==> config.mk <==
export PLATFORM = sky130hd
export DESIGN_NAME = uart_core_flat
export DESIGN_NICKNAME = d
export VERILOG_FILES = /design/src/rtl/uart_pkg.sv /design/src/rtl/uart_if.sv /design/src/rtl/uart_rx_fifo.sv /design/src/rtl/uart_core.sv /design/src/flat_wrapper.sv
export SDC_FILE = /design/constraint.sdc
export NUM_CORES = 1
export LEC_CHECK = 0
export ABC_AREA = 1
export BUFFER_PORTS_ARGS = -buffer_cell sky130_fd_sc_hd__buf_2
export CAP_MARGIN = 20
export CORE_ASPECT_RATIO = 0.9
export CORE_UTILIZATION = 65
export CTS_CLUSTER_DIAMETER = 50
export DETAILED_ROUTE_END_ITERATION = 6
export PLACE_DENSITY = 0.84
export SYNTH_ARGS = -nofsm -noshare
export SYNTH_HDL_FRONTEND = slang
export SYNTH_SLANG_ARGS = --single-unit
export TNS_END_PERCENT = 100
==> constraint.sdc <==
create_clock -name clk -period 4.4 [get_ports clk]
set_input_delay 0.22 -clock clk [delete_from_list [all_inputs] [get_ports clk]]
set_output_delay 0.22 -clock clk [all_outputs]
set_load 0.1 [all_outputs]
==> src/rtl/uart_pkg.sv <==
// uart_pkg: parity encodings, state types and default bit period shared by the UART files
package uart_pkg;
   localparam int PARITY_NONE = 0;
   localparam int PARITY_ODD = 1;
   localparam int PARITY_EVEN = 2;
   localparam int DEFAULT_CLKS_PER_BIT = 27_000_000 / 115_200;
   typedef enum logic [2:0] {TX_IDLE, TX_START, TX_DATA, TX_PARITY, TX_STOP} txState_t;
   typedef enum logic [2:0] {RX_IDLE, RX_START, RX_DATA, RX_PARITY, RX_STOP, RX_WAIT_IDLE} rxState_t;
endpackage

==> src/rtl/uart_if.sv <==
// uart_if: byte-level valid/ready ports between the UART core and its client
interface uart_if #(parameter int DATA_BITS = 8);
   logic [DATA_BITS-1:0] tx_data;
   logic tx_valid;
   logic tx_ready;
   logic [DATA_BITS-1:0] rx_data;
   logic rx_frame_err;
   logic rx_parity_err;
   logic rx_valid;
   logic rx_ready;
   logic rx_overrun;
   modport master(
      output tx_data, tx_valid, rx_ready,
      input tx_ready, rx_data, rx_frame_err, rx_parity_err, rx_valid, rx_overrun
   );
   modport slave(
      input tx_data, tx_valid, rx_ready,
      output tx_ready, rx_data, rx_frame_err, rx_parity_err, rx_valid, rx_overrun
   );
endinterface

==> src/rtl/uart_rx_fifo.sv <==
// uart_rx_fifo: synchronous first-word-fallthrough FIFO; head reads as zero while empty
module uart_rx_fifo #(
   parameter int WIDTH = 10,
   parameter int DEPTH = 4,
   localparam int AW = $clog2(DEPTH)
) (
   input logic clk,
   input logic rst,
   input logic push,
   input logic pop,
   input logic [WIDTH-1:0] wrData,
   output logic [WIDTH-1:0] rdData,
   output logic full,
   output logic empty,
   output logic [AW:0] count
);
   logic [WIDTH-1:0] mem [DEPTH];
   logic [AW-1:0] wrPtr;
   logic [AW-1:0] rdPtr;
   logic doPush;
   logic doPop;
   assign empty = count == '0;
   assign full = count == (AW+1)'(DEPTH);
   assign doPop = pop && !empty;
   // a pop in the same cycle frees the slot a push into a full FIFO needs
   assign doPush = push && (!full || doPop);
   assign rdData = empty ? '0 : mem[rdPtr];
   always_ff @(posedge clk or posedge rst)
      if (rst) begin
         wrPtr <= '0;
         rdPtr <= '0;
         count <= '0;
      end else begin
         wrPtr <= wrPtr + AW'(doPush);
         rdPtr <= rdPtr + AW'(doPop);
         count <= count + (AW+1)'(doPush) - (AW+1)'(doPop);
      end
   always_ff @(posedge clk)
      if (doPush) mem[wrPtr] <= wrData;
endmodule

==> src/rtl/uart_core.sv <==
// uart_core: full-duplex UART with configurable framing, valid/ready byte ports
// and a small receive FIFO carrying per-byte framing/parity error flags.
module uart_core import uart_pkg::*; #(
   parameter int CLKS_PER_BIT = DEFAULT_CLKS_PER_BIT,
   parameter int DATA_BITS = 8,
   parameter int PARITY = PARITY_NONE,
   parameter int STOP_BITS = 1,
   parameter int RX_FIFO_DEPTH = 4
) (
   input logic clk,
   input logic rst,
   uart_if.slave bus,
   input logic uart_rx,
   output logic uart_tx
);
   localparam int CW = $clog2(CLKS_PER_BIT);
   localparam int BW = $clog2(DATA_BITS + 1);
   localparam int FW = DATA_BITS + 2;
   localparam int AW = $clog2(RX_FIFO_DEPTH);
   localparam logic [CW-1:0] LAST = CW'(CLKS_PER_BIT - 1);
   localparam logic [CW-1:0] HALF = CW'(CLKS_PER_BIT / 2);
   localparam logic ODD = PARITY == PARITY_ODD;
   localparam logic HAS_PAR = PARITY != PARITY_NONE;
   txState_t txState;
   logic [CW-1:0] txCnt;
   logic [BW-1:0] txBit;
   logic [DATA_BITS-1:0] txShift;
   logic txPar;
   assign bus.tx_ready = txState == TX_IDLE;
   always_ff @(posedge clk or posedge rst)
      if (rst) begin
         txState <= TX_IDLE;
         uart_tx <= 1'b1;
         txCnt <= '0;
         txBit <= '0;
         txShift <= '0;
         txPar <= 1'b0;
      end else if (txState == TX_IDLE) begin
         if (bus.tx_valid) begin
            txState <= TX_START;
            uart_tx <= 1'b0;
            txCnt <= '0;
            txBit <= '0;
            txShift <= bus.tx_data;
            txPar <= ^bus.tx_data ^ ODD;
         end
      end else if (txCnt != LAST) txCnt <= txCnt + 1'b1;
      else begin
         txCnt <= '0;
         case (txState)
            TX_START: begin
               uart_tx <= txShift[0];
               txShift <= txShift >> 1;
               txState <= TX_DATA;
            end
            TX_DATA:
               if (txBit == BW'(DATA_BITS - 1)) begin
                  txBit <= '0;
                  uart_tx <= HAS_PAR ? txPar : 1'b1;
                  txState <= HAS_PAR ? TX_PARITY : TX_STOP;
               end else begin
                  txBit <= txBit + 1'b1;
                  uart_tx <= txShift[0];
                  txShift <= txShift >> 1;
               end
            TX_PARITY: begin
               uart_tx <= 1'b1;
               txState <= TX_STOP;
            end
            TX_STOP:
               if (txBit == BW'(STOP_BITS - 1)) begin
                  txBit <= '0;
                  txState <= TX_IDLE;
               end else txBit <= txBit + 1'b1;
            default: txState <= TX_IDLE;
         endcase
      end
   logic [1:0] rxSync;
   logic rxS;
   always_ff @(posedge clk or posedge rst)
      if (rst) rxSync <= 2'b11;
      else rxSync <= {rxSync[0], uart_rx};
   assign rxS = rxSync[1];
   rxState_t rxState;
   logic [CW-1:0] rxCnt;
   logic [BW-1:0] rxBit;
   logic [DATA_BITS-1:0] rxShift;
   logic rxParErr;
   logic rxSample;
   logic rxPush;
   assign rxSample = rxCnt == LAST;
   assign rxPush = rxState == RX_STOP && rxSample;
   always_ff @(posedge clk or posedge rst)
      if (rst) begin
         rxState <= RX_IDLE;
         rxCnt <= '0;
         rxBit <= '0;
         rxShift <= '0;
         rxParErr <= 1'b0;
      end else
         case (rxState)
            // the detection cycle counts as the first of the half-bit wait
            RX_IDLE:
               if (!rxS) begin
                  rxState <= RX_START;
                  rxCnt <= CW'(1);
                  rxBit <= '0;
                  rxParErr <= 1'b0;
               end
            RX_START:
               if (rxCnt == HALF) begin
                  rxCnt <= '0;
                  rxState <= rxS ? RX_IDLE : RX_DATA;
               end else rxCnt <= rxCnt + 1'b1;
            RX_DATA, RX_PARITY, RX_STOP:
               if (!rxSample) rxCnt <= rxCnt + 1'b1;
               else begin
                  rxCnt <= '0;
                  if (rxState == RX_DATA) begin
                     rxShift <= {rxS, rxShift[DATA_BITS-1:1]};
                     rxBit <= rxBit + 1'b1;
                     if (rxBit == BW'(DATA_BITS - 1)) rxState <= HAS_PAR ? RX_PARITY : RX_STOP;
                  end else if (rxState == RX_PARITY) begin
                     rxParErr <= rxS != (^rxShift ^ ODD);
                     rxState <= RX_STOP;
                  end else rxState <= rxS ? RX_IDLE : RX_WAIT_IDLE;
               end
            // a low stop bit may be a break: hold off until the line idles
            RX_WAIT_IDLE: if (rxS) rxState <= RX_IDLE;
            default: rxState <= RX_IDLE;
         endcase
   logic [FW-1:0] head;
   logic rxFull;
   logic rxEmpty;
   logic [AW:0] rxCount;
   logic rxOverrun;
   uart_rx_fifo #(.WIDTH(FW), .DEPTH(RX_FIFO_DEPTH)) fifo (
      .clk,
      .rst,
      .push(rxPush),
      .pop(bus.rx_ready),
      .wrData({rxParErr, ~rxS, rxShift}),
      .rdData(head),
      .full(rxFull),
      .empty(rxEmpty),
      .count(rxCount)
   );
   assign bus.rx_valid = rxCount != '0;
   assign {bus.rx_parity_err, bus.rx_frame_err, bus.rx_data} = head;
   always_ff @(posedge clk or posedge rst)
      if (rst) rxOverrun <= 1'b0;
      else rxOverrun <= rxPush && rxFull && !(bus.rx_ready && !rxEmpty);
   assign bus.rx_overrun = rxOverrun;
endmodule

==> src/flat_wrapper.sv <==
// flat-port wrapper written by rule: the top's interface ports become plain ports
module uart_core_flat import uart_pkg::*;
#(
   parameter int CLKS_PER_BIT = DEFAULT_CLKS_PER_BIT,
   parameter int DATA_BITS = 8,
   parameter int PARITY = PARITY_NONE,
   parameter int STOP_BITS = 1,
   parameter int RX_FIFO_DEPTH = 4
)
  (clk, rst, uart_rx, uart_tx, bus_tx_data, bus_tx_valid, bus_rx_ready, bus_tx_ready, bus_rx_data, bus_rx_frame_err, bus_rx_parity_err, bus_rx_valid, bus_rx_overrun);
  uart_if #(.DATA_BITS(DATA_BITS)) bus_i ();
  input logic clk;
  input logic rst;
  input logic uart_rx;
  output logic uart_tx;
  input wire logic [$bits(bus_i.tx_data)-1:0] bus_tx_data;
  input wire logic [$bits(bus_i.tx_valid)-1:0] bus_tx_valid;
  input wire logic [$bits(bus_i.rx_ready)-1:0] bus_rx_ready;
  output wire logic [$bits(bus_i.tx_ready)-1:0] bus_tx_ready;
  output wire logic [$bits(bus_i.rx_data)-1:0] bus_rx_data;
  output wire logic [$bits(bus_i.rx_frame_err)-1:0] bus_rx_frame_err;
  output wire logic [$bits(bus_i.rx_parity_err)-1:0] bus_rx_parity_err;
  output wire logic [$bits(bus_i.rx_valid)-1:0] bus_rx_valid;
  output wire logic [$bits(bus_i.rx_overrun)-1:0] bus_rx_overrun;
  assign bus_i.tx_data = bus_tx_data;
  assign bus_i.tx_valid = bus_tx_valid;
  assign bus_i.rx_ready = bus_rx_ready;
  assign bus_tx_ready = bus_i.tx_ready;
  assign bus_rx_data = bus_i.rx_data;
  assign bus_rx_frame_err = bus_i.rx_frame_err;
  assign bus_rx_parity_err = bus_i.rx_parity_err;
  assign bus_rx_valid = bus_i.rx_valid;
  assign bus_rx_overrun = bus_i.rx_overrun;
  uart_core #(.CLKS_PER_BIT(CLKS_PER_BIT), .DATA_BITS(DATA_BITS), .PARITY(PARITY), .STOP_BITS(STOP_BITS), .RX_FIFO_DEPTH(RX_FIFO_DEPTH)) u_core (.clk(clk), .rst(rst), .bus(bus_i), .uart_rx(uart_rx), .uart_tx(uart_tx));
endmodule
* After elaboration in Yosys (flattened, before gate mapping) *
Memories as Yosys holds them, arrays and structs flattened.
Index checks and enable logic that the tools add are counted.

word-level totals
  output and inout bits = 14
  memories kept = 1
  input port bits = 13
  register bits after elaboration = 58
  word-level logic and storage cells = 135
  RAM bits = 40

cells by class
  $add $sub $neg = 8
  bitwise gates (word level) = 1
  reduce and logical (&&, ||, !) cells = 30
  muxes and demuxes = 51
  equal/unequal tests = 29

memories
  name             depth  bits a word  read ports  clocked after memory_dff  write ports  line                RTL
  u_core.fifo.mem  4      10           1           0                         1            uart_rx_fifo.sv:17  logic [WIDTH-1:0] mem [DEPTH];

operators by type and width
  kind                                                  count
  2-to-1 mux 8 bit                                      10
  2-to-1 mux 3 bit                                      13
  2-to-1 mux 4 bit                                      8
  case mux 3 bit (4 select lines)                       2
  case mux 8 bit (3 select lines)                       1
  adder 8 x 1 -> 8 bit (second input constant)          2
  case mux 4 bit (2 select lines)                       2
  case mux 8 bit (2 select lines)                       1
  equality test 3 x 2 -> 1 bit (second input constant)  4
  equality test 3 bit (second input constant)           4
  AND reduction 4 bit                                   3
  nonzero test 3 bit                                    4
  2-to-1 mux 1 bit                                      10
  2-to-1 mux 10 bit                                     1
  != test 2 x 1 -> 1 bit (second input constant)        5
  AND reduction 5 bit                                   2
  zero test 3 bit                                       3
  AND reduction 3 bit                                   3
  adder 4 x 1 -> 4 bit (second input constant)          2
  equality test 4 x 3 -> 1 bit (second input constant)  2
  equality test 8 x 7 -> 1 bit (second input constant)  1
  equality test 8 bit (second input constant)           1
  != test 2 bit (second input constant)                 4
  != test 8 bit (second input constant)                 1
  20 further kinds                                      30

* Depth between registers and ports, before layout *
Gate-level depths: netlist of the first run.

  depth after elaboration = 7
  mapped depth = 13
  mapped depth without buffers = 13

* By module *
Synthesis of the first run repeated with hierarchy kept, for this count alone.

second synthesis, totals
  cells, all modules = 569
  area, all modules = 5092.4 um2

by module, submodules not included
  module        area each (um2)  cells an instance  times used  seq. area each (um2)
  uart_core     2957.8           368                1           1280.0
  uart_rx_fifo  2134.5           201                1           1376.3

* Worst setup path before layout of the first run *
Ideal clock, no wire load.

  path kind = reg-to-output
  start = register u_core.fifo.count[1]
  end = output bus_rx_data[0]
  cell stages (with the launch flop) = 6
  required time = 4.180 ns
  setup slack = 1.227 ns
  data arrival time = 2.953 ns
  path buffers = 1
  path through = dfrtp_1 nor2_1 nand2_1 inv_1 clkbuf_1 a21oi_1

between the ends
  longest elaborated chain between the ends = 2

RTL lines
  item                    line                RTL
  start, declared         uart_rx_fifo.sv:15  output logic [AW:0] count
  start signal, assigned  uart_rx_fifo.sv:36  count <= count + (AW+1)'(doPush) - (AW+1)'(doPop);
  zero test 3 bit         uart_rx_fifo.sv:22  assign empty = count == '0;
  2-to-1 mux 10 bit       uart_rx_fifo.sv:27  assign rdData = empty ? '0 : mem[rdPtr];
  end, declared           flat_wrapper.sv:20  output wire logic [$bits(bus_i.rx_data)-1:0] bus_rx_data;

Every way passes these cells.

* Worst setup path in the final report of the first run *
  start = register u_core.fifo.rdPtr[0]
  end = output bus_rx_data[6]

between the ends
  longest elaborated chain between the ends = 2

RTL lines
  item                      line                RTL
  start, declared           uart_rx_fifo.sv:19  logic [AW-1:0] rdPtr;
  start signal, assigned    uart_rx_fifo.sv:35  rdPtr <= rdPtr + AW'(doPop);
  memory read (4 x 10 bit)  n/a
  2-to-1 mux 10 bit         uart_rx_fifo.sv:27

Every way passes these cells.

==> out/results.ini, run 1 <==
[status]
run_status = finished clean

[sta]
setup-tns-final_ns = 0
slew_violations = 0
setup_ws_ns = 1.87
rsz0062_at_grt = false
skew_ns = 0.0160
max_freq_ghz = 0.395
tightest_slew_ns = 0.810
period_minus_slack_ns = 2.53
relSlewSlack_pct = 45.8
post-route-period-util_pct = 57.5
setup_violations = 0
hold_violations = 0

[clocking]
cts_sinks = 98
htree_levels = 3
post_cts_resized = 0
insertion_delay_ns = 0.37
hold_buffers = 1
clockBufferDepth = 2
post_cts_buffers = 0
cts_buffers = 9
root_buffer = clkbuf_8
cts_tree = done
path_clk_slew_ns = 0.11

[floorplanning]
die_x_um = 92.8
num_rows = 29
core_area_mm2 = 0.00711
start_util_pct = 67.8
die_h_um = 83.7
ioPinCount = 27
dieArea_mm2 = 0.00776

[synthesis]
syn-mean-instance-area_um2 = 8.92
ys_warn_count = 0
ys_async_sr_fraction_pct = 59.2
synth_seq_area_share_pct = 55.1
synth-seq-cells = 98
synth-edff-count = 40
synthTopCellsByArea = dfrtp_1, edfxtp_1, nand2_1, nor2_1, nand3_1
synth_top_area_cell = dfrtp_1
synth_top_area_share_pct = 28.6
synth_most_common_cell = nand2_1
syn_nets = 565
synth_cell_types = 39
yosys-top-cells-count = nand2_1, nor2_1, dfrtp_1
synthCells = 540
synth_area_mm2 = 0.00482
synth_flop_cell = dfrtp_1

[detailed_routing]
first_pass_iters = 4
wirelength_mm = 9.29
vias_per_cell = 5.55
drc = 0
detail_route.iter0.violations = 221
vias = 3688
detail-route-antenna-nets = 0
wl_per_cell_um = 14.0

[critical_path]
cpMaxStageDelayCell = dfrtp_1
slowest_delay_ns = 0.78
worstSetupPathType = register to output pin
end_kind = output pin
cp_data_required_time_ns = 4.18
worstSetupStartpointType = register
cpLargestDelayFamily = flip-flops
ff2ff_setup_slack_ns = 1.99
critPathMaxFanout = 22
critPathArrivalTime_ns = 2.31
path_buf_inv = 2
crit_chain = inv_1 > o21ai_0 > a21oi_1 > buf_2
r2r_start = u_core.rxCnt[1]$_DFFE_PP0P_
timing.rr.end = u_core.fifo.mem[0][4]$_DFFE_PP_
reg2reg_depth = 9

[hold_path]
hp-class = input pin to asynchronous set/reset pin

[cells_and_area]
area_growth_pct = 8.23
drive_above_1_share_pct = 13.5
final_nets = 592
final_util_pct = 73.3
num-fill-cells = 502
antennaDiodeCount = 0

[placed_design]
dp_hpwl_mm = 6.53
preCtsSetupSlack_ns = 1.99
port_buffers = 26
gp_congestion = 0.889

[global_routing]
first_global_vias = 3526
grt_overflow_total = 0
antenna_found_initial = 0
grt_max_degree = 59
grt_pass1_wl_mm = 16.0
grtUsageTotal_pct = 26.8

[flow_run]
cap_viol_max_count = 0

[power]
leakagePower_nw = 2.50
powerDensity_mw_per_mm2 = 612
peakVddDrop_uv = 374

cells by family after synthesis:
kind of cell    Yosys count  share of synthesized area, %
xor+xnor                 13                          2.36
buf+inv                  71                          6.10
simple gates            276                          24.8
compound gates           70                          8.34
fa+ha+maj                12                          3.27
flops                    98                          55.1
worst max path at each step:
stage | start | to | slack (ns) | cells past startpoint
final | u_core.fifo.rdPtr[0]$_DFF_PP0_ | bus_rx_data[6] | 1.87 | 4
after global routing | u_core.fifo.rdPtr[0]$_DFF_PP0_ | bus_rx_data[4] | 1.65 | 4
after CTS | u_core.fifo.rdPtr[0]$_DFF_PP0_ | bus_rx_data[0] | 1.87 | 4
after detailed placement | u_core.rxCnt[1]$_DFFE_PP0P_ | u_core.fifo.mem[0][2]$_DFFE_PP_ | 1.99 | 9
after global placement | u_core.rxCnt[1]$_DFFE_PP0P_ | u_core.fifo.mem[0][2]$_DFFE_PP_ | 2.14 | 9
after floorplan | u_core.fifo.count[1]$_DFF_PP0_ | bus_rx_data[0] | 1.23 | 5
cell usage in the layout, fill, tap and decap left out, types with 2 or more instances in the layout:
| cell type | n |
|---|---|
| nand4_1 | 4 |
| nor2_4 | 2 |
| nor3_1 | 9 |
| xnor2_1 | 4 |
| dfrtp_1 | 55 |
| edfxtp_1 | 40 |
| a21oi_1 | 16 |
| nor2_2 | 4 |
| o21ai_0 | 39 |
| nand2_2 | 4 |
| o21ai_2 | 3 |
| nand3_2 | 3 |
| nand2_1 | 131 |
| inv_6 | 3 |
| ha_1 | 11 |
| xor2_1 | 9 |
| clkbuf_8 | 9 |
| inv_1 | 49 |
| inv_2 | 9 |
| o22ai_1 | 5 |
| buf_2 | 26 |
| dfstp_2 | 3 |
| nand3_1 | 41 |
| nor2_1 | 73 |
routing by layer:
layer	share of wire, %	GRT usage (%)	up-vias
li1	-	-	1822
met1	45	37.0	1720
met2	48	42.1	123
met3	4.6	4.55	23
met4	2.6	12.0	0
met5	0	0	-
where the power goes:
part           internal (W)  leakage [nW]  total (W)  switching (W)
sequential          0.00106          1.20    0.00121       0.000148
combinational      0.000316          1.19    0.00137        0.00106
clock              0.000273         0.103   0.000605       0.000332
total               0.00165          2.50    0.00319        0.00154
cell type report:
class	count	area, um2	area share (%)
Tap cell	93	116	2.23
Sequential cell	98	2660	50.9
Clock inverter	7	81.3	1.56
Multi-Input combinational cell	371	1870	35.8
Inverter	59	221	4.25
Timing Repair Buffer	28	148	2.83
Clock buffer	9	124	2.38
flip-flops by register name, indices dropped and copies added, names as in the netlist, 4 cells and up:
name,flops
u_core.rxBit,4
u_core.rxCnt,8
u_core.rxShift,8
u_core.txShift,8
u_core.txCnt,8
u_core.txBit,4
u_core.fifo.mem,40
through the flow:
step	cells	hold WS, ns	area (um2)	power (W)
finish	665	0.0391	5220	0.00319
floorplan	540	0.224	4820	0.00239
CTS	665	0.0658	5220	0.00320
global placement	648	0.326	5000	0.00256
detailed placement	648	0.326	5000	0.00260
global route	665	0.0884	5220	0.00337
worst min-delay path, stage by stage:
cell and delay, ns:
buf_2 0.10, inv_2 0.03, buf_4 0.57
Power figures use the tool's default switching activity.
==> run 2: changes to the inputs <==
--- a/config.mk
+++ b/config.mk
@@ -5,14 +5,14 @@
 export SDC_FILE = /design/constraint.sdc
 export NUM_CORES = 1
 export LEC_CHECK = 0
-export ABC_AREA = 1
+export ABC_AREA = 0
 export BUFFER_PORTS_ARGS = -buffer_cell sky130_fd_sc_hd__buf_2
 export CAP_MARGIN = 20
 export CORE_ASPECT_RATIO = 0.9
-export CORE_UTILIZATION = 65
+export CORE_UTILIZATION = 60
 export CTS_CLUSTER_DIAMETER = 50
 export DETAILED_ROUTE_END_ITERATION = 6
-export PLACE_DENSITY = 0.84
+export PLACE_DENSITY = 0.79
 export SYNTH_ARGS = -nofsm -noshare
 export SYNTH_HDL_FRONTEND = slang
 export SYNTH_SLANG_ARGS = --single-unit
==> constraint.sdc (replaced) <==
create_clock -name clk -period 2.55 [get_ports clk]
set_input_delay 0.1275 -clock clk [delete_from_list [all_inputs] [get_ports clk]]
set_output_delay 0.1275 -clock clk [all_outputs]
set_load 0.1 [all_outputs]
==> out/results.ini, run 2 <==
[synthesis]
synth_top_area_cell = dfrtp_1
synthXorXnorAreaFrac_pct = 3.22
synth-seq-cells = 98
synth_cell_types = 59
syn_nets = 402
synthAdderAreaFrac_pct = 3.41
syn-mean-instance-area_um2 = 12.2
synth-edff-count = 40
ys_warn_count = 0
synthTopCellsByArea = dfrtp_1, edfxtp_1, mux4_2, o21ai_0, ha_1
synth_area_mm2 = 0.00462
synthCells = 377
synth_compound_area_share_pct = 9.94
synth_top_area_share_pct = 29.8
ys_async_sr_fraction_pct = 59.2
synth_top_family_by_area = simple AND/OR/NAND/NOR gates
yosys-top-cells-count = dfrtp_1, edfxtp_1, o21ai_0
synth-simple-area-share_pct = 14.8
synth_flop_cell = dfrtp_1
synth_seq_area_share_pct = 57.5
synth.area.mux_share_pct = 7.26
synth_most_common_cell = dfrtp_1

[critical_path]
path_buf_inv = 3
ff2ff_setup_slack_ns = 0.10
slowest_delay_ns = 0.41
critPathArrivalTime_ns = 2.74
r2r_start = u_core.rxCnt[1]$_DFFE_PP0P_
reg2reg_depth = 12
worstSetupPathType = register to register
cpLargestDelayFamily = adder cells
cp_data_required_time_ns = 2.84
crit_chain = inv_1 > ha_1 > nand3_2 > nor2_2 > nand4_1 > ha_1 > inv_1 > ha_1 > inv_1 > fa_1 > xnor2_1 > xnor2_1
cpMaxStageDelayCell = dfrtp_1
end_kind = register
timing.rr.end = u_core.fifo.count[2]$_DFF_PP0_
critPathMaxFanout = 4
worstSetupStartpointType = register

[clocking]
insertion_delay_ns = 0.36
path_clk_slew_ns = 0.10
clockBufferDepth = 2
cts_tree = done
cts_buffers = 9
htree_levels = 3
cts_sinks = 98
root_buffer = clkbuf_8

[global_routing]
first_global_vias = 2948
grtUsageTotal_pct = 22.5
grt_pass1_wl_mm = 13.7
antenna_found_initial = 0
grt_max_degree = 30
grt_overflow_total = 0

[sta]
slew_violations = 0
setup_violations = 0
relSlewSlack_pct = 50.4
period_minus_slack_ns = 2.45
setup_ws_ns = 0.100
post-route-period-util_pct = 96.1
max_freq_ghz = 0.408
hold_violations = 0
tightest_slew_ns = 0.739
skew_ns = 0.00841

[hold_path]
hold_end = u_core.txShift[6]$_DFFE_PP0P_
hold_path_startpoint = bus_tx_data[6]
hold_depth = 3
hp-class = input pin to register

[cells_and_area]
area_growth_pct = 10.6
regArea_mm2 = 0.00266
top_register = u_core.fifo.mem
largest_register_ffs = 40
num-fill-cells = 537
finish.instance_area_mm2 = 0.00511
final_common_cell = dfrtp_1
mostFrequentLayoutCells = dfrtp_1, edfxtp_1, o21ai_0, nor2_1, nand2_1
antennaDiodeCount = 0
drive_above_1_share_pct = 21.7
final_nets = 443
multi_input_area_mm2 = 0.00179

[detailed_routing]
vias_per_cell = 5.80
wl_per_cell_um = 15.8
detail-route-antenna-nets = 0
vias = 2991
detail_route.iter0.violations = 184
first_pass_iters = 5
wirelength_mm = 8.14
drc = 0

[placed_design]
preCtsSetupSlack_ns = 0.0881
postPlaceCellArea_mm2 = 0.00487
dp_hpwl_mm = 5.55
port_buffers = 26
gp_congestion = 0.807

[power]
leakagePower_nw = 2.25
peakVddDrop_uv = 921
powerDensity_mw_per_mm2 = 847
power_w = 0.00433

[floorplanning]
start_util_pct = 63.6
die_h_um = 85.2
num_rows = 29
core_area_mm2 = 0.00726
ioPinCount = 27
die_x_um = 94.5
dieArea_mm2 = 0.00805

[flow_run]
cap_viol_max_count = 0

[status]
run_status = finished clean

run 2: through the flow:
stage	cells	setup TNS [ns]	utilization [%]	hold slack, ns
5_1_grt	516	-0.0599	70.4	0.00805
3_5_place_dp	495	0	67.1	0.236
4_1_cts	515	0	70.1	0.000669
3_3_place_gp	495	0	67.1	0.235
6_report	516	0	70.4	0.0147
2_1_floorplan	377	0	-	0.132
run 2: where the power goes:
| part | internal (W) | total (W) | switching [W] | leakage (nW) |
|---|---|---|---|---|
| logic | 0.000491 | 0.00136 | 0.000865 | 0.973 |
| registers | 0.00184 | 0.00204 | 0.000203 | 1.18 |
| clock network | 0.000371 | 0.000929 | 0.000559 | 0.0963 |
run 2: layout make-up:
type	instances	area share, %
Timing Repair Buffer	46	5.68
Inverter	17	1.35
Sequential cell	98	52.0
Clock buffer	9	2.43
Clock inverter	7	1.10
Multi-Input combinational cell	246	35.1
Tap cell	93	2.28
run 2: cells by family after synthesis:
group,count (synthesis)
XOR/XNOR,17
multiplexers,20
AND/OR/NAND/NOR,125
buffers and inverters,33
AO/OA/AOI/OAI,72
flip-flops,98
adder cells (fa/ha/maj),12
run 2: how the worst max path moves through the flow:
stage | start | endpoint | slack (ns) | cells after the start
final | u_core.rxCnt[1]$_DFFE_PP0P_ | u_core.fifo.count[2]$_DFF_PP0_ | 0.10 | 12
after CTS | u_core.fifo.count[1]$_DFF_PP0_ | u_core.fifo.count[2]$_DFF_PP0_ | 0.07 | 9
after detailed placement | u_core.fifo.count[1]$_DFF_PP0_ | u_core.fifo.count[2]$_DFF_PP0_ | 0.09 | 9
after floorplan | u_core.fifo.count[1]$_DFF_PP0_ | u_core.fifo.count[2]$_DFF_PP0_ | 0.11 | 9
after global routing | u_core.rxCnt[1]$_DFFE_PP0P_ | u_core.fifo.count[2]$_DFF_PP0_ | -0.06 | 12
after global placement | u_core.fifo.count[1]$_DFF_PP0_ | u_core.fifo.count[2]$_DFF_PP0_ | 0.15 | 9
run 2: what timing repair did:
item | CTS | global route
gates resized for setup | 0 | 3
hold buffers | 4 | 0
hold endpoints to repair | 29 | 0
endpoints found under the setup margin | 0 | 11
buffers inserted | 0 | 1
run 2: worst reg2reg max path, cell delays in order (launching register included):
cell and delay [ns]:
dfrtp_1 0.41, inv_1 0.08, ha_1 0.17, nand3_2 0.13
nor2_2 0.16, nand4_1 0.15, ha_1 0.32, inv_1 0.07
ha_1 0.15, inv_1 0.05, fa_1 0.37, xnor2_1 0.19
xnor2_1 0.13
run 2: routing by layer:
layer	GRT usage [%]	wire, um	vias to the layer above
met5	0	0	-
met4	5.65	73	0
met3	5.73	251	8
met2	37.0	3980	52
met1	30.1	3840	1479
li1	-	-	1452
==> run 3: changes to the inputs <==
--- a/config.mk
+++ b/config.mk
@@ -9,11 +9,12 @@
 export BUFFER_PORTS_ARGS = -buffer_cell sky130_fd_sc_hd__buf_2
 export CAP_MARGIN = 20
 export CORE_ASPECT_RATIO = 0.9
-export CORE_UTILIZATION = 60
+export CORE_UTILIZATION = 61
 export CTS_CLUSTER_DIAMETER = 50
 export DETAILED_ROUTE_END_ITERATION = 6
-export PLACE_DENSITY = 0.79
+export PLACE_DENSITY = 0.8
 export SYNTH_ARGS = -nofsm -noshare
 export SYNTH_HDL_FRONTEND = slang
+export SYNTH_HIERARCHICAL = 1
 export SYNTH_SLANG_ARGS = --single-unit
 export TNS_END_PERCENT = 100
==> out/results.ini, run 3 <==
[status]
run_status = finished clean

[power]
powerDensity_mw_per_mm2 = 634
leakagePower_nw = 2.33
peakVddDrop_uv = 379

[floorplanning]
start_util_pct = 64.7
core_area_mm2 = 0.00722
die_h_um = 85.0
num_rows = 29
die_x_um = 94.3
dieArea_mm2 = 0.00802
ioPinCount = 27

[synthesis]
synth_most_common_cell = dfrtp_1
synth_top_area_cell = dfrtp_1
syn-mean-instance-area_um2 = 11.9
syn_nets = 418
ys_async_sr_fraction_pct = 59.2
yosys-top-cells-count = dfrtp_1, nand2_1, edfxtp_1
synth-seq-cells = 98
synth_area_mm2 = 0.00467
synth_flop_cell = dfrtp_1
synthTopCellsByArea = dfrtp_1, edfxtp_1, mux4_2, nand2_1, o21ai_0
synth_top_area_share_pct = 29.4
ys_warn_count = 6
synth_seq_area_share_pct = 56.8
synthCells = 394
synth-edff-count = 40
synth_cell_types = 59

[critical_path]
cp_data_required_time_ns = 2.84
worstSetupStartpointType = register
slowest_delay_ns = 0.42
reg2reg_depth = 11
path_buf_inv = 1
cpMaxStageDelayCell = dfrtp_1
end_kind = register
crit_chain = inv_2 > ha_1 > nand3_1 > or2_4 > nor2_2 > or3b_4 > a21bo_1 > ha_1 > fa_2 > xnor2_1 > xnor2_1
critPathArrivalTime_ns = 2.69
worstSetupPathType = register to register
critPathMaxFanout = 3
cp.depth = 11
cpLargestDelayFamily = adder cells

[placed_design]
gp_congestion = 0.814
postPlaceCellArea_mm2 = 0.00495
preCtsSetupSlack_ns = 0.0288
place_inst = 512
dp_hpwl_mm = 5.41
port_buffers = 26

[sta]
post-route-period-util_pct = 94.1
setup-tns-final_ns = 0
setup_ws_ns = 0.150
max_freq_ghz = 0.417
relSlewSlack_pct = 60.0
period_minus_slack_ns = 2.40
skew_ns = 0.0111
tightest_slew_ns = 0.594
setup_violations = 0
slew_violations = 0
hold_violations = 0

[cells_and_area]
finish.instance_area_mm2 = 0.00524
final_nets = 460
antennaDiodeCount = 0
final_common_cell = dfrtp_1
largest_register_ffs = 40
top_register = u_core/fifo/mem
fin_cells = 534
mostFrequentLayoutCells = dfrtp_1, nand2_1, edfxtp_1, o21ai_0, buf_2
drive_above_1_share_pct = 23.1
area_growth_pct = 12.0

[detailed_routing]
detail-route-antenna-nets = 0
vias_per_cell = 5.82
wirelength_mm = 8.01
vias = 3107
first_pass_iters = 5
detail_route.iter0.violations = 202
wl_per_cell_um = 15.0
drc = 0

[clocking]
insertion_delay_ns = 0.36
cts_tree = done
htree_levels = 3
path_clk_slew_ns = 0.10
cts_buffers = 9
cts_sinks = 98
root_buffer = clkbuf_8
clockBufferDepth = 2

[global_routing]
antenna_found_initial = 0
grt_pass1_wl_mm = 13.4
first_global_vias = 2984
grtUsageTotal_pct = 21.8
grt_overflow_total = 0
grt_max_degree = 52

[hold_path]
hold_depth = 3
hp-class = input pin to register

[flow_run]
cap_viol_max_count = 0

-- run 3: layout make-up --
cell class                      count  area (um2)
Inverter                           14        52.6
Multi-Input combinational cell    266        1890
Timing Repair Buffer               47         310
Clock buffer                        9         124
Sequential cell                    98        2660
Clock inverter                      7        90.1
Tap cell                           93         116
Fill cell                         469        1980
-- run 3: power by group --
group	switching [W]	leakage [nW]	internal, W
logic	0.000298	1.06	0.000194
clock network	0.000584	0.110	0.000483
registers	0.0000844	1.16	0.00168
total	0.000967	2.33	0.00236
-- run 3: cells by family after synthesis --
group           count (synthesis)  share of synthesized area, %
simple gates                  148                          16.6
flops                          98                          56.8
compound gates                 73                          10.3
buf+inv                        30                          3.16
mux                            19                          6.99
xor+xnor                       15                          3.10
fa+ha+maj                      11                          3.10
-- run 3: worst min-delay path: cells and delay by family --
family / cells / cell delay (ns)
AO/OA/AOI/OAI: 1 / 0.08
buffers and inverters: 1 / 0.08
AND/OR/NAND/NOR: 1 / 0.06
-- run 3: metrics by stage --
step | power [W] | hold WS, ns | utilization, %
floorplan | 0.00218 | -0.0691 | -
global placement | 0.00227 | 0.0845 | 68.5
detailed placement | 0.00228 | 0.0893 | 68.5
CTS | 0.00335 | 0.000967 | 72.0
global route | 0.00346 | 0.0123 | 72.5
finish | 0.00332 | 0.00994 | 72.5
-- run 3: worst paths after layout --
kind	from	endpoint	slack (ns)
max	u_core/rxCnt[1]$_DFFE_PP0P_	u_core/fifo/count[2]$_DFF_PP0_	0.15
min	bus_tx_data[7]	u_core/txShift[7]$_DFFE_PP0P_	0.01
max reg2reg	u_core/rxCnt[1]$_DFFE_PP0P_	u_core/fifo/count[2]$_DFF_PP0_	0.15
min reg2reg	u_core/rxSync[0]$_DFF_PP1_	u_core/rxSync[1]$_DFF_PP1_	0.36
max in group asynchronous	rst	u_core/uart_tx$_DFFE_PP1P_	1.59
min in group asynchronous	rst	u_core/fifo/count[1]$_DFF_PP0_	0.25
-- run 3: per-layer routing --
metal  share of wire [%]  up-vias  global-route usage, %
met3                 3.3       21                   4.39
li1                    -     1514                      -
met4                 2.5        0                   10.2
met1                  45     1511                   27.6
met2                  50       61                   36.1
met5                   0        -                      0
-- run 3: what timing repair did --
| action | in CTS | in global routing |
|---|---|---|
| setup buffers | 0 | 1 |
| endpoints found under the hold margin | 10 | 0 |
| hold buffers | 4 | 0 |
| setup endpoints to repair | 0 | 1 |
| resized for setup | 0 | 4 |
